==> src/rtl/mac_accum_pipe.sv <==
// Two-stage pipelined multiply-accumulate: stage 1 registers a*b, stage 2 adds it into
// the accumulator with optional saturation, sticky overflow and a saturating term counter.
module mac_accum_pipe #(
    parameter int unsigned IN_W   = 4,
    parameter int unsigned ACC_W  = 8,
    parameter bit          SIGNED = 1'b0,
    parameter bit          SAT    = 1'b1,
    parameter int unsigned CNT_W  = 8
) (
    input  logic             clk,
    input  logic             rst,
    input  logic             in_valid,
    input  logic             clr,
    input  logic [IN_W-1:0]  a,
    input  logic [IN_W-1:0]  b,
    output logic [ACC_W-1:0] mac_out,
    output logic             out_valid,
    output logic             ovf,
    output logic [CNT_W-1:0] term_cnt
);

    localparam int unsigned P_W = 2 * IN_W;

    // Stage 1 registers
    logic [P_W-1:0]   p_q, p_d;
    logic             v1_q, c1_q;

    // Stage 2 registers
    logic [ACC_W-1:0] acc_q, acc_d;
    logic             ovf_q, ovf_d;
    logic [CNT_W-1:0] cnt_q, cnt_d;
    logic             out_valid_q;

    // Operands extended to the product width; the low P_W bits of the product are then
    // correct for both signed and unsigned interpretations.
    logic [P_W-1:0] a_ext, b_ext;

    always_comb begin
        a_ext = {{IN_W{SIGNED & a[IN_W-1]}}, a};
        b_ext = {{IN_W{SIGNED & b[IN_W-1]}}, b};
        p_d   = a_ext * b_ext;
    end

    // Product widened to the accumulator width
    logic [ACC_W-1:0] addend;
    logic             fill;

    assign fill = SIGNED & p_q[P_W-1];

    if (ACC_W > P_W) begin : g_ext
        assign addend = {{(ACC_W - P_W){fill}}, p_q};
    end else begin : g_no_ext
        assign addend = p_q;
        logic unused_fill;
        assign unused_fill = fill;
    end

    logic [ACC_W:0]   sum;
    logic             add_ovf;
    logic [ACC_W-1:0] rail;
    logic [ACC_W-1:0] acc_add;
    logic [CNT_W-1:0] cnt_inc;

    always_comb begin
        sum = {1'b0, acc_q} + {1'b0, addend};

        if (SIGNED) begin
            add_ovf = (acc_q[ACC_W-1] == addend[ACC_W-1]) &&
                      (sum[ACC_W-1] != acc_q[ACC_W-1]);
            // Both addends share a sign on overflow, so the accumulator sign picks the rail
            rail    = acc_q[ACC_W-1] ? {1'b1, {(ACC_W-1){1'b0}}}
                                     : {1'b0, {(ACC_W-1){1'b1}}};
        end else begin
            add_ovf = sum[ACC_W];
            rail    = {ACC_W{1'b1}};
        end

        acc_add = (SAT && add_ovf) ? rail : sum[ACC_W-1:0];
        cnt_inc = (&cnt_q) ? cnt_q : cnt_q + CNT_W'(1);
    end

    always_comb begin
        acc_d = acc_q;
        ovf_d = ovf_q;
        cnt_d = cnt_q;

        if (c1_q) begin
            acc_d = v1_q ? addend : '0;
            cnt_d = v1_q ? CNT_W'(1) : '0;
            ovf_d = 1'b0;
        end else if (v1_q) begin
            acc_d = acc_add;
            cnt_d = cnt_inc;
            ovf_d = ovf_q | add_ovf;
        end
    end

    always_ff @(posedge clk or negedge rst) begin
        if (!rst) begin
            p_q         <= '0;
            v1_q        <= 1'b0;
            c1_q        <= 1'b0;
            acc_q       <= '0;
            ovf_q       <= 1'b0;
            cnt_q       <= '0;
            out_valid_q <= 1'b0;
        end else begin
            p_q         <= p_d;
            v1_q        <= in_valid;
            c1_q        <= clr;
            acc_q       <= acc_d;
            ovf_q       <= ovf_d;
            cnt_q       <= cnt_d;
            out_valid_q <= v1_q;
        end
    end

    assign mac_out   = acc_q;
    assign out_valid = out_valid_q;
    assign ovf       = ovf_q;
    assign term_cnt  = cnt_q;

endmodule

==> config.mk <==
export PLATFORM = sky130hd
export DESIGN_NAME = mac_accum_pipe
export DESIGN_NICKNAME = d
export VERILOG_FILES = /design/src/rtl/mac_accum_pipe.sv
export SDC_FILE = /design/constraint.sdc
export NUM_CORES = 1
export LEC_CHECK = 0
export ABC_AREA = 1
export BUFFER_PORTS_ARGS = -buffer_cell sky130_fd_sc_hd__buf_2
export CORE_MARGIN = 2
export CORE_UTILIZATION = 62
export CTS_BUF_LIST = sky130_fd_sc_hd__clkbuf_16
export DETAILED_ROUTE_END_ITERATION = 12
export PLACE_DENSITY = 0.95
export SKIP_LAST_GASP = 1
export SYNTH_ARGS = -nofsm -noshare
export SYNTH_HDL_FRONTEND = slang
export SYNTH_SLANG_ARGS = --single-unit
==> constraint.sdc <==
create_clock -name clk -period 4.1 [get_ports clk]
set_input_delay 0.205 -clock clk [delete_from_list [all_inputs] [get_ports clk]]
set_output_delay 0.205 -clock clk [all_outputs]
set_load 0.005 [all_outputs]
==> metrics.csv <==
metric,value,unit
routed len/inst,13.0,um
I/O Buffers,29,
NetSw,0.000356,W
Max Clock Skew,1.94,ps
clock latency on the worst-skew pair,260,ps
CTS Buf Count,3,
Initial Utilization,66.7,%
Post-Syn Nets,308,
largest fanout on the critical path,4,
Post-DP HPWL,3.18,mm
synth warn,0,
fin nets,339,
Hold WC Path Type,in2reg,
Netlist cell types,30,
Fillers,228,
DRT Pass-1 Iters,4,
Fin Setup TNS,0,ps
vias in the first global route,1705,
synthesized instance count,270,
top post-synthesis cells by area,"dfrtp_1 34%, nand2_1 15%, ha_1 13%",
"Seq/Total Area, Yosys",33.9,%
Via density,5.42,
Post-synth top cells,"80 x nand2_1, 40 x inv_1, 28 x dfrtp_1",
"Req. time, crit path",4290,ps
clk root buf,clkbuf_16,
period utilisation layout,57.1,%
crit start category,primary input,
io pins,30,
Max H-tree Level,1,
Int Pwr,0.000660,W
Max Fclk,427,MHz
Gate power share,36.6,%
status,finished clean,
Die Y,61.8,um
post-layout min period,2340,ps
"Reg clk slew, reported paths",70,ps
Post-Syn Area,2070,um2
Peak VDD IR,0.212,mV
Synth top area share,33.9,%
Pleak,1.40,nW
Initial DRC Count,96,
most frequent cell after synthesis,nand2_1,
top_reg_cell synth,dfrtp_1,
final setup violation count,0,
GRT overflow,0,
Reg power frac,35.0,%
gp weighted congestion,0.896,
area grow syn2layout,13.5,%
Post-DP Area,2230,um2
fin area,2350,um2
core area,3100,um2
Post-synth EDFFs,0,
initial antenna violation count,0,
Rel. slew slack,59.7,%
die area,3820,um2
RSZ-0062 raised after global routing,no,
diode count,0,
number of synthesized register bits,28,
fin cells,344,
hold violation count in the final report,0,
max-slew violation count,0,
overall die width,61.8,um
crit path kind,in2reg,
async set-reset flop share out of synthesis,100,%
final wirelength,4.47,mm
placed cells,339,
pwr/cell area,432,nW/um2
Mean Syn Cell Area,7.66,um2
max cap viols,0,
CTS sink cnt,28,
layout cells sized above 1,16.3,%
first-pass GRT wire length,7.38,mm
post-CTS sizing,0,
"area leader, netlist",dfrtp_1,
CP Data Arrival Time,2530,ps
GRT Total Usage,26.6,%
Rows,20,
largest net degree at the start of global routing,29,
antenna violation net count after detailed routing,0,
Net Sw Frac,35.0,%
# DRC,0,
Worst-Margin Slew,604,ps
TritonCTS clock tree,yes,
clk buf depth,2,
clock power share,28.3,%
DP Worst Slack,1550,ps
Worst setup EP type,flip-flop,
setup ws final,1760,ps
routed vias,1866,
-- power by group through the flow --
stage	Clock [W]	Combinational (W)	Sequential, W
3_3_place_gp	0	0.000340	0.000355
6_report	0.000288	0.000372	0.000356
2_1_floorplan	0	0.000267	0.000350
4_1_cts	0.000290	0.000368	0.000355
5_1_grt	0.000304	0.000427	0.000359
3_5_place_dp	0	0.000356	0.000357
-- layout by cell type (no fill, tap or decap) --
cell / count
inv_2: 4
nand3_1: 18
nand4_2: 1
inv_1: 40
ha_1: 21
xor2_1: 3
xnor2_1: 3
buf_2: 29
a21o_1: 1
nand4_1: 4
nand3b_1: 2
dfrtp_1: 28
o21ai_1: 2
bufinv_16: 1
o211ai_1: 1
nor2_4: 1
o21ai_0: 13
or2_1: 1
nand2_1: 80
or2_2: 1
a21oi_1: 5
o21ai_2: 4
dlygate4sd3_1: 1
nor2_1: 19
clkbuf_16: 3
fa_1: 5
nand2_2: 1
o21bai_1: 1
nor2_2: 2
nor3_1: 2
a31oi_1: 1
nand2_4: 2
-- critical path: stages --
cell and delay (ps):
buf_2 110, nand2_1 80, fa_1 540, inv_1 60, fa_1 570, inv_1 80, fa_1 460, o21ai_0 230
xor2_1 180
-- stage by stage --
stage / power (W) / utilization (%) / hold WS [ps]
2_1_floorplan: 0.000617 / - / -90.6
3_3_place_gp: 0.000695 / 72.0 / 247
3_5_place_dp: 0.000713 / 72.0 / 243
4_1_cts: 0.00101 / 75.7 / 41.5
5_1_grt: 0.00109 / 75.7 / 43.7
6_report: 0.00102 / 75.7 / 41.2
-- final timing paths --
kind	start	endpoint	slack (ps)	cells after the start
max	a[0]	addend[6]	1760	9
max in group asynchronous	rst	term_cnt[7]	3220	2
min in group asynchronous	rst	mac_out[5]	480	2
min	in_valid	v1_q	40	1
max reg2reg	mac_out[0]	mac_out[5]	2000	10
min reg2reg	ovf	ovf	500	2
-- flip-flops by register name, indices dropped and copies added (netlist names) --
name	cells
addend	8
mac_out	8
term_cnt	8
c1_q	1
out_valid	1
ovf	1
v1_q	1
-- layer usage --
| layer | track usage, % | routed length [um] | up-vias |
|---|---|---|---|
| met1 | 35.6 | 1790 | 855 |
| met3 | 3.73 | 290 | 11 |
| li1 | - | - | 912 |
| met4 | 9.42 | 97 | 0 |
| met5 | 0 | 0 | - |
| met2 | 44.4 | 2290 | 88 |
-- area by class of cell --
cell class / instances / area [um2] / area share [%]
Inverter: 44 / 165 / 7.03
Tap cell: 44 / 55.1 / 2.34
Clock buffer: 3 / 75.1 / 3.19
Timing Repair Buffer: 30 / 155 / 6.60
Sequential cell: 28 / 701 / 29.8
Multi-Input combinational cell: 194 / 1170 / 49.7
Clock inverter: 1 / 30.0 / 1.28
-- logic make-up after synthesis --
family | synth area share [%]
flip-flops | 33.9
AO/OA/AOI/OAI | 7.92
AND/OR/NAND/NOR | 28.5
buffers and inverters | 9.67
adder cells (fa/ha/maj) | 17.5
XOR/XNOR | 2.54
-- what timing repair did --
item                       CTS  global route
hold buffers                 1             0
buffers inserted             0             0
hold endpoints to repair    28             0
setup endpoints to repair    0             0
Power figures use the tool's default switching activity.
